[src/rtl/mips_pkg.sv]
// Shared MIPS core definitions: next-PC select encodings, the nop word,
// the fetch FSM state type and the IF/ID payload.
package mips_pkg;

  localparam int unsigned XLEN = 32;

  localparam logic [1:0] PCSRC_PLUS4  = 2'b00;
  localparam logic [1:0] PCSRC_BRANCH = 2'b01;
  localparam logic [1:0] PCSRC_JUMP   = 2'b10;

  // sll $0,$0,0
  localparam logic [XLEN-1:0] NOP_INSTR = 32'h0000_0000;

  typedef enum logic [1:0] {
    ST_FETCH = 2'd0,
    ST_WAIT  = 2'd1,
    ST_HOLD  = 2'd2
  } fetch_state_t;

  typedef struct packed {
    logic            valid;
    logic [XLEN-1:0] instr;
    logic [XLEN-1:0] pcplus4;
  } ifid_t;

  // Sequential PC step; wraps modulo 2^32.
  function automatic logic [XLEN-1:0] pc_plus4(input logic [XLEN-1:0] pc);
    return pc + XLEN'(4);
  endfunction

endpackage

[src/rtl/ifid_reg.sv]
// IF/ID pipeline register holding {valid, instr, pcplus4}.
// Ports:
//   clk, reset : clock, synchronous active-high reset
//   en_i       : load d_i
//   clr_i      : load a bubble (takes priority over en_i)
//   d_i        : incoming payload
//   q_o        : registered payload
module ifid_reg
  import mips_pkg::*;
(
  input  logic  clk,
  input  logic  reset,
  input  logic  en_i,
  input  logic  clr_i,
  input  ifid_t d_i,
  output ifid_t q_o
);

  localparam ifid_t BUBBLE = '{valid: 1'b0, instr: NOP_INSTR, pcplus4: '0};

  ifid_t q_q;

  always_ff @(posedge clk) begin
    if (reset) begin
      q_q <= BUBBLE;
    end else if (clr_i) begin
      q_q <= BUBBLE;
    end else if (en_i) begin
      q_q <= d_i;
    end
  end

  assign q_o = q_q;

endmodule

[src/rtl/fetch_stage.sv]
// Instruction-fetch stage: owns the PC, issues one-at-a-time requests to a
// variable-latency instruction memory and fills IF/ID with instructions or
// bubbles, honouring decode-stage redirects.
// Ports:
//   clk, reset            : clock, synchronous active-high reset
//   stallF, stallD        : hazard-unit stalls for fetch issue / IF/ID
//   pcsrcD, orpcsrcD      : next-PC select and redirect request from decode
//   pcbranchD             : branch target from decode
//   imem_req, imem_addr   : request pulse and address (= pcF)
//   imem_valid, imem_rdata: response strobe and instruction word
//   pcF                   : current fetch PC
//   instrD, pcplus4D      : IF/ID contents
//   validD                : IF/ID holds a real instruction
module fetch_stage
  import mips_pkg::*;
#(
  parameter logic [31:0] RESET_PC = 32'h0000_0000
) (
  input  logic        clk,
  input  logic        reset,
  input  logic        stallF,
  input  logic        stallD,
  input  logic [1:0]  pcsrcD,
  input  logic        orpcsrcD,
  input  logic [31:0] pcbranchD,
  output logic        imem_req,
  output logic [31:0] imem_addr,
  input  logic        imem_valid,
  input  logic [31:0] imem_rdata,
  output logic [31:0] pcF,
  output logic [31:0] instrD,
  output logic [31:0] pcplus4D,
  output logic        validD
);

  fetch_state_t state_q, state_d;

  logic [XLEN-1:0] pc_q, pc_d;
  logic [XLEN-1:0] pc_inc;
  logic            drop_q, drop_d;
  logic [XLEN-1:0] hbuf_instr_q, hbuf_instr_d;
  logic [XLEN-1:0] hbuf_pc_q, hbuf_pc_d;    // PC+4 of the buffered word

  logic            redirect;
  logic            is_jump;
  logic [XLEN-1:0] target;
  logic            outstanding;

  ifid_t ifid_q, ifid_d;
  logic  ifid_en, ifid_clr;

  // Redirect is only taken for a real instruction that is leaving IF/ID.
  assign redirect    = orpcsrcD & ifid_q.valid & ~stallD;
  // 10 and 11 both select the jump target.
  assign is_jump     = (pcsrcD != PCSRC_PLUS4) && (pcsrcD != PCSRC_BRANCH);
  assign target      = is_jump ? {ifid_q.pcplus4[31:28], ifid_q.instr[25:0], 2'b00}
                               : pcbranchD;
  assign pc_inc      = pc_plus4(pc_q);
  // A request is in flight and its response has not arrived yet.
  assign outstanding = (state_q == ST_WAIT) && !imem_valid;

  // State register.
  always_ff @(posedge clk) begin
    if (reset) begin
      state_q <= ST_FETCH;
    end else begin
      state_q <= state_d;
    end
  end

  // PC, drop flag and hold buffer.
  always_ff @(posedge clk) begin
    if (reset) begin
      pc_q         <= RESET_PC;
      drop_q       <= 1'b0;
      hbuf_instr_q <= '0;
      hbuf_pc_q    <= '0;
    end else begin
      pc_q         <= pc_d;
      drop_q       <= drop_d;
      hbuf_instr_q <= hbuf_instr_d;
      hbuf_pc_q    <= hbuf_pc_d;
    end
  end

  // Next-state logic; a redirect overrides the normal flow.
  always_comb begin
    state_d = state_q;
    if (redirect) begin
      state_d = outstanding ? ST_WAIT : ST_FETCH;
    end else begin
      case (state_q)
        ST_FETCH: if (!stallF) state_d = ST_WAIT;
        ST_WAIT:  if (imem_valid) state_d = (drop_q || !stallD) ? ST_FETCH : ST_HOLD;
        ST_HOLD:  if (!stallD) state_d = ST_FETCH;
        default:  state_d = ST_FETCH;
      endcase
    end
  end

  // Request, PC update, hold buffer and IF/ID control.
  always_comb begin
    imem_req     = 1'b0;
    pc_d         = pc_q;
    drop_d       = drop_q;
    hbuf_instr_d = hbuf_instr_q;
    hbuf_pc_d    = hbuf_pc_q;
    ifid_en      = 1'b0;
    ifid_d       = '{valid: 1'b1, instr: imem_rdata, pcplus4: pc_inc};

    if (redirect) begin
      pc_d   = target;
      // A stale response still has to come back and be discarded.
      drop_d = outstanding;
    end else begin
      case (state_q)
        ST_FETCH: imem_req = ~stallF & ~reset;
        ST_WAIT: begin
          if (imem_valid) begin
            if (drop_q) begin
              drop_d = 1'b0;
            end else begin
              pc_d = pc_inc;
              if (!stallD) begin
                ifid_en = 1'b1;
              end else begin
                hbuf_instr_d = imem_rdata;
                hbuf_pc_d    = pc_inc;
              end
            end
          end
        end
        ST_HOLD: begin
          if (!stallD) begin
            ifid_en = 1'b1;
            ifid_d  = '{valid: 1'b1, instr: hbuf_instr_q, pcplus4: hbuf_pc_q};
          end
        end
        default: ;
      endcase
    end

    // Any unstalled cycle without a delivery inserts a bubble.
    ifid_clr = ~stallD & ~ifid_en;
  end

  ifid_reg u_ifid_reg (
    .clk   (clk),
    .reset (reset),
    .en_i  (ifid_en),
    .clr_i (ifid_clr),
    .d_i   (ifid_d),
    .q_o   (ifid_q)
  );

  assign imem_addr = pc_q;
  assign pcF       = pc_q;
  assign instrD    = ifid_q.instr;
  assign pcplus4D  = ifid_q.pcplus4;
  assign validD    = ifid_q.valid;

endmodule

[config.mk]
export PLATFORM = sky130hd
export DESIGN_NAME = fetch_stage
export DESIGN_NICKNAME = d
export VERILOG_FILES = /design/src/rtl/mips_pkg.sv /design/src/rtl/ifid_reg.sv /design/src/rtl/fetch_stage.sv
export SDC_FILE = /design/constraint.sdc
export NUM_CORES = 1
export LEC_CHECK = 0
export ABC_AREA = 1
export CORE_ASPECT_RATIO = 0.8
export CORE_MARGIN = 2
export CORE_UTILIZATION = 50
export DETAILED_ROUTE_END_ITERATION = 12
export GPL_ROUTABILITY_DRIVEN = 0
export GPL_TIMING_DRIVEN = 0
export HOLD_SLACK_MARGIN = 0.03
export PLACE_DENSITY_LB_ADDON = 0.05
export SYNTH_ARGS = -nofsm -noshare
export SYNTH_HDL_FRONTEND = slang
export SYNTH_HIERARCHICAL = 1
export SYNTH_SLANG_ARGS = --single-unit
[constraint.sdc]
create_clock -name clk -period 2.1 [get_ports clk]
set_input_delay 0.63 -clock clk [delete_from_list [all_inputs] [get_ports clk]]
set_output_delay 0.63 -clock clk [all_outputs]
set_load 0.005 [all_outputs]
* After elaboration in Yosys (flattened, before gate mapping)
Cells that the tools add are included.
** Storage, ports and cells
- Flip-flop bits (word level) :: 164
- Input port bits :: 72
- Output and inout bits :: 130
- Word-level logic and storage cells :: 65
** Operators by class
- Add/subtract/negate cells :: 1
- Equal/unequal tests :: 7
- Mux-type cells :: 25
- Bitwise gates (word level) :: 10
- Reduce and logical (&&, ||, !) cells :: 14
** Operators by type and width (number)
- 64-bit 2-to-1 mux :: 3
- 32-bit 2-to-1 mux :: 5
- 32-bit by 3-bit adder with 32-bit output (second input constant) :: 1
- 1-bit 2-to-1 mux :: 10
- 2-bit 2-to-1 mux :: 5
- 3-bit inequality test (second input constant) :: 3
- 1-bit NOT :: 6
- 2-bit one-hot mux with 3 select lines :: 1
- 3-bit AND reduction :: 2
- 2-bit nonzero test :: 3
- 5-bit AND reduction :: 1
- 1-bit bitwise AND :: 4
- 2-bit by 1-bit inequality test with 1-bit output (second input constant) :: 2
- 2-bit by 1-bit == test with 1-bit output (second input constant) :: 1
- 2-bit == test (second input constant) :: 1
- 1-bit logical AND :: 2
- 1-bit logical NOT :: 2
- 2-bit logical NOT :: 1
- 1-bit one-hot mux with 2 select lines :: 1
- 2-bit AND reduction :: 1
- 2-bit OR reduction :: 1
- 1-bit logical OR :: 1

* Depth between registers and ports, before layout
Gate-level depths: netlist (run 1).
- Depth in word-level cells :: 8
- Gate-level depth with buffers :: 14
- Depth with buffers taken out :: 14

* By module
The synthesis (run 1) kept the hierarchy.
** By module, submodules not included
- fetch_stage :: instances 1, cells an instance 970, area each 6168.4 sq um, sequential area each 1981.9 sq um
- ifid_reg :: instances 1, cells an instance 412, area each 2645.0 sq um, sequential area each 1301.2 sq um

* Worst setup path after synthesis (run 1)
OpenSTA, ideal clock, no wires.
- Kind :: input to output
- Start :: input stallD
- End :: output imem_req
- Arrival :: 1.204 ns
- Required time :: 1.470 ns
- Slack :: 0.266 ns
- Stages on the path :: 5
- Path buffers :: 1
- Cell sequence :: inv_2 > nand3_4 > buf_2 > nand2_1 > nor3_1
** Between the ends
- Word-level cells in the longest chain between the ends :: 3
** Ends and longest elaborated chain
- start: declaration :: RTL line fetch_stage.sv:22 : input logic stallD,
- 1-bit NOT :: RTL line fetch_stage.sv:53 : assign redirect = orpcsrcD & ifid_q.valid & ~stallD;
- 1-bit bitwise AND :: RTL line fetch_stage.sv:53
- 1-bit 2-to-1 mux :: RTL line fetch_stage.sv:111 : if (redirect) begin
- end: declaration :: RTL line fetch_stage.sv:26 : output logic imem_req,
Every way passes these cells.

* Final worst setup path (run 1)
- Start :: register pc_q[0], in the netlist imem_addr[0]
- End :: output imem_addr[0]
** RTL lines
- start: declaration :: RTL line fetch_stage.sv:38 : logic [XLEN-1:0] pc_q, pc_d;
- start signal: assignment :: RTL line fetch_stage.sv:79 : pc_q <= pc_d;
- end: declaration :: RTL line fetch_stage.sv:27 : output logic [31:0] imem_addr,
No word-level cell between the ends.

==> results of run 1 <==
[per-layer routing]
layer	global-route usage [%]	up-vias	part of all wire (%)
met2	46.9	428	44
met3	5.26	53	8.4
met4	12.2	2	3.4
met1	39.4	4212	44
li1	-	4658	-
met5	0	-	0.025
[worst max path at each step]
stage	startpoint	end	slack, ns	cells after the start
final	imem_addr[0]	imem_addr[0]	0.02	2
after global routing	imem_addr[3]	u_ifid_reg/q_o[14]	-0.01	12
after CTS	imem_addr[31]	pcF[31]	0.001	2
after detailed placement	stallD	imem_req	-1.22	7
after global placement	stallD	imem_req	-1.23	7
after floorplan	stallD	imem_req	0.27	5
[metrics by stage]
stage               utilization, %  hold WS, ns  worst slack, ns  total power (W)
floorplan                        -        0.424            0.266          0.00483
detailed placement            64.1        0.439            -1.22          0.00561
finish                        69.3        0.448           0.0238          0.00906
CTS                           68.6        0.449          0.00137          0.00900
global placement              64.1        0.433            -1.23          0.00558
global route                  69.3        0.458          -0.0112          0.00947
[registers in the layout (all words and copies together), names as in the netlist]
signal and cells:
hbuf_instr_q 32, hbuf_pc_q 32, u_ifid_reg/q_o 65, imem_addr 32, drop_q 1, state_q 2
[logic make-up after synthesis]
kind of cell | count (synthesis) | share of synthesized area (%)
compound gates | 259 | 15.7
xor+xnor | 14 | 1.90
fa+ha+maj | 4 | 0.568
buf+inv | 316 | 15.8
flops | 164 | 37.3
other cells | 1 | 0.0425
simple gates | 624 | 28.7
[timing repair]
action                                  4_1_cts  5_1_grt
pin swaps                                     2        7
gates cloned                                  0        1
endpoints found under the setup margin      117      142
setup buffers                                 3        9
resized for setup                            78       39
[cell type report]
cell class	instances	area, um2	share of cell area (%)
multi-input cells	902	4200	34.9
clock inverters	13	198	1.65
flip-flops and latches	164	3370	28.1
inverters	208	786	6.54
well taps	225	282	2.34
repair buffers	213	2090	17.4
plain buffers	107	659	5.49
clock buffers	19	433	3.60
[power by group]
part	internal (W)	switching (W)
Clock	0.00201	0.00134
Sequential	0.00335	0.000154
Combinational	0.000887	0.00131
[tightest hold or removal path: stages (launching register included)]
cell	delay (ns)
dfxtp_1	0.30
inv_1	0.05
a21oi_1	0.05
[cells in the mapped netlist (all sizes together), types with 3 or more instances]
master and instances:
dfxtp 164, inv 208, o31ai 21, o211ai 8, xnor2 6, ha 4
a31oi 8, nor3 3, clkbuf 33, or2 7, o21ai 125, xor2 8
nand3 22, a21oi 95, nor2 239, buf 75, nand2 353
==> results.json, run 1 <==
{
  "synth_edf_count": 0,
  "critPathLaunchType": "flip-flop",
  "viasPerCell": 5.05,
  "period_needed_ns": 2.08,
  "port_buffers": 200,
  "path_cells": "buf_4 > clkdlybuf4s50_1",
  "clkSlewWorstSetupHoldPaths_ns": 0.07,
  "grt_pass1_vias": 8408,
  "cts.sinks": 164,
  "grt_max_degree": 17,
  "hold_viol_final": 0,
  "worst_ep_arrival_time_ns": 1.45,
  "core-area_um2": 17300,
  "gr-total-overflow": 0,
  "start_util_pct": 50.9,
  "postCtsHoldBufs": 0,
  "drcViolationCount": 0,
  "wl_mm": 28.1,
  "slew_headroom_pct": 57.6,
  "cts_buffers": 17,
  "worstPathMaxFanout": 5,
  "vdd_drop_max_uv": 675,
  "fin_cells": 1851,
  "die_w_um": 152,
  "wl_per_cell_um": 15.2,
  "placed_cell_area_um2": 11100,
  "netlist_top_cells_area": "dfxtp_1 37%, nand2_1 15%, nor2_1 9.5%",
  "path_buf_inv": 2,
  "insertion_delay_ns": 0.43,
  "drt_iter0_markers": 856,
  "yosysWarnings": 6,
  "async_flop_share_pct": 0,
  "worstSetupPathType": "reg2out",
  "vias": 9353,
  "ys_ff_latch": 164,
  "io_pins": 202,
  "leakagePower_nw": 4.80,
  "die_h_um": 123,
  "synth_area_leader_cell": "dfxtp_1",
  "cts_root_buf": "clkbuf_16",
  "dp.final_hpwl_mm": 21.3,
  "status": "finished clean",
  "mostFrequentLayoutCell": "nand2_1",
  "ff2ff_path_depth": 11,
  "hold_depth": 2,
  "final-setup-viol-count": 0,
  "final_cell_mix": "342 x nand2_1, 222 x nor2_1, 203 x inv_1",
  "slew_viol_final": 0,
  "drive_gt1_share_pct": 13.3,
  "syn_nets": 1458,
  "required_ns": 1.47,
  "placed_cells": 1807,
  "cts_tree": "built",
  "clock_skew_ns": 0.00679,
  "critPathTopFamily": "buffers and inverters",
  "rows": 43,
  "clockBufferDepth": 2,
  "rr_endpoint": "u_ifid_reg/q_o[10]",
  "r2r_slack_ns": 0.07,
  "yosysSeqAreaShare_pct": 37.3,
  "r2r-start": "imem_addr[2]",
  "critPathSlowestCell": "clkdlybuf4s50_1",
  "critPathCaptureType": "output pin",
  "max_stage_delay_ns": 0.49,
  "insertedDiodeCount": 0,
  "cts.htree.levels": 4,
  "ys_types": 34,
  "synthToLayoutAreaGrowth_pct": 36.3,
  "n_fill_cell": 1561,
  "dr.pass1.iters": 6,
  "synthFlopType": "dfxtp_1",
  "fin_crit_sh_pct": 98.9,
  "power.density_nw_per_um2": 754,
  "min_path_type": "reg2reg",
  "hold-path-endpoint": "hbuf_instr_q[19]",
  "die_area_um2": 18700,
  "cap_violations": 0,
  "worst_slew_pin_slew_ns": 0.636,
  "grt_pass1_wl_mm": 43.1,
  "synth_cells": 1382,
  "tns_ns": 0,
  "stdcell_area_um2": 12000,
  "antenna_found_initial": 1,
  "rsz0062_at_grt": "yes",
  "avgSynthCellArea_um2": 6.38,
  "grt_usage_pct": 29.3,
  "hold_path_startpoint": "hbuf_instr_q[19]",
  "yosys.area.top_type_share_pct": 37.3,
  "ant_nets": 0,
  "netlist_area_um2": 8810,
  "fin_nets": 1689,
  "max_clock_freq_mhz": 482
}
(Power assumes the default switching activity.)
==> inputs of run 2 (changes only) <==
Settings changed: CORE_MARGIN 2 to 5, CTS_CLUSTER_DIAMETER set to 100, SKIP_LAST_GASP set to 1.
==> results.json, run 2 (same netlist as run 1, synthesis figures left out) <==
{
  "drive_gt1_share_pct": 13.8,
  "critPathSlowestCell": "nor3_4",
  "clock_skew_ns": 0.0107,
  "pre_cts_ws_ns": -1.22,
  "critPathTopFamily": "buffers and inverters",
  "die_h_um": 129,
  "hold_viol_final": 0,
  "r2r-start": "imem_addr[3]",
  "setup_ws_ns": 0.0245,
  "hold-path-endpoint": "hbuf_instr_q[10]",
  "whs_ns": 0.447,
  "ff2ff_path_depth": 11,
  "min_path_type": "reg2reg",
  "start_util_pct": 50.9,
  "rows": 43,
  "multi_input_area_um2": 4200,
  "fin_crit_sh_pct": 98.8,
  "required_ns": 1.47,
  "die_w_um": 158,
  "grt_max_degree": 17,
  "critPathCaptureType": "output pin",
  "grt_pass1_vias": 8548,
  "tns_ns": 0,
  "port_buffers": 200,
  "path_cells": "buf_4 > inv_4 > nand3_4 > buf_8 > nand2_2 > nor3_4 > buf_2",
  "final_cell_mix": "342 x nand2_1, 222 x nor2_1, 203 x inv_1",
  "dp.final_hpwl_mm": 21.8,
  "critPathLaunchType": "primary input",
  "status": "finished clean",
  "r2r_slack_ns": 0.16,
  "largest_reg_flops": 65,
  "synthToLayoutAreaGrowth_pct": 37.2,
  "hold_depth": 2,
  "wl_per_cell_um": 15.4,
  "worstPathMaxFanout": 5,
  "ant_nets": 0,
  "vdd_drop_max_uv": 662,
  "io_pins": 202,
  "drt_iter0_markers": 773,
  "fin_nets": 1697,
  "hold_path_startpoint": "hbuf_instr_q[10]",
  "insertion_delay_ns": 0.44,
  "slew_headroom_pct": 53.5,
  "power.density_nw_per_um2": 753,
  "insertedDiodeCount": 0,
  "cts.htree.levels": 4,
  "cts_buffers": 17,
  "stdcell_area_um2": 12100,
  "slew_viol_final": 0,
  "wl_mm": 28.7,
  "max_stage_delay_ns": 0.19,
  "worstSetupPathType": "in2out",
  "die_area_um2": 20400,
  "fin_cells": 1859,
  "clockBufferDepth": 2,
  "cap_violations": 0,
  "grt_usage_pct": 27.9,
  "placed_cells": 1807,
  "period_needed_ns": 2.08,
  "leakagePower_nw": 4.86,
  "drcViolationCount": 0,
  "worst_slew_pin_slew_ns": 0.697,
  "cts_root_buf": "clkbuf_16",
  "placed_cell_area_um2": 11100,
  "cts_tree": "built",
  "rr_endpoint": "u_ifid_reg/q_o[10]",
  "cts.sinks": 164,
  "final-setup-viol-count": 0,
  "seq_area_um2": 3400,
  "grt_pass1_wl_mm": 44.4,
  "mostFrequentLayoutCell": "nand2_1",
  "core-area_um2": 17300,
  "worst_ep_arrival_time_ns": 1.45,
  "viasPerCell": 5.04,
  "vias": 9366,
  "n_fill_cell": 1542,
  "dr.pass1.iters": 5,
  "postCtsHoldBufs": 0,
  "clkSlewWorstSetupHoldPaths_ns": 0.06,
  "antenna_found_initial": 0,
  "max_clock_freq_mhz": 482,
  "path_buf_inv": 4,
  "gr-total-overflow": 0
}
[run 2: how the worst max path moves through the flow]
stage	from	to	slack (ns)	cells past startpoint
after detailed placement	stallD	imem_req	-1.22	7
after floorplan	stallD	imem_req	0.27	5
after global routing	state_q[1]	imem_req	-0.003	5
final	stallD	imem_req	0.02	7
after CTS	reset	imem_req	-0.07	5
after global placement	stallD	imem_req	-1.24	7
[run 2: what timing repair did]
action / 4_1_cts / 5_1_grt
gates cloned: 1 / 0
setup buffers: 5 / 15
pin swaps: 5 / 2
endpoints found under the setup margin: 122 / 77
gates resized for setup: 82 / 43
[run 2: worst reg2reg max path: stages, from the launching register on]
cell and delay, ns:
dfxtp_4 0.38, ha_2 0.24, inv_1 0.09, nor2_2 0.19, nand2_4 0.11, xnor2_1 0.40
nand2_1 0.09, o21ai_0 0.10, inv_1 0.06, nand2_1 0.06, nand2_1 0.05, nor2_1 0.09
[run 2: where the power goes]
group          internal, W  leakage [nW]  total [W]  switching, W
Sequential         0.00335          1.35    0.00350      0.000150
Combinational     0.000900          3.21    0.00222       0.00132
Clock              0.00201         0.303    0.00338       0.00137
[run 2: metrics by stage]
stage | total power [W] | utilization (%)
finish | 0.00910 | 69.8
floorplan | 0.00483 | -
global route | 0.00953 | 69.8
global placement | 0.00558 | 64.1
detailed placement | 0.00562 | 64.1
CTS | 0.00902 | 68.8
[run 2: per-layer routing]
layer,global-route usage (%),vias up,routed length [um]
li1,-,4686,-
met2,44.1,401,12700
met1,37.6,4211,12500
met4,9.83,0,1040
met5,0,-,0
met3,6.39,68,2490
[run 2: cell type report]
cell class,count,area share [%]
clock inverters,13,1.64
repair buffers,221,17.8
inverters,208,6.48
plain buffers,107,5.35
flip-flops and latches,164,28.1
multi-input cells,902,34.7
clock buffers,19,3.58
well taps,225,2.33
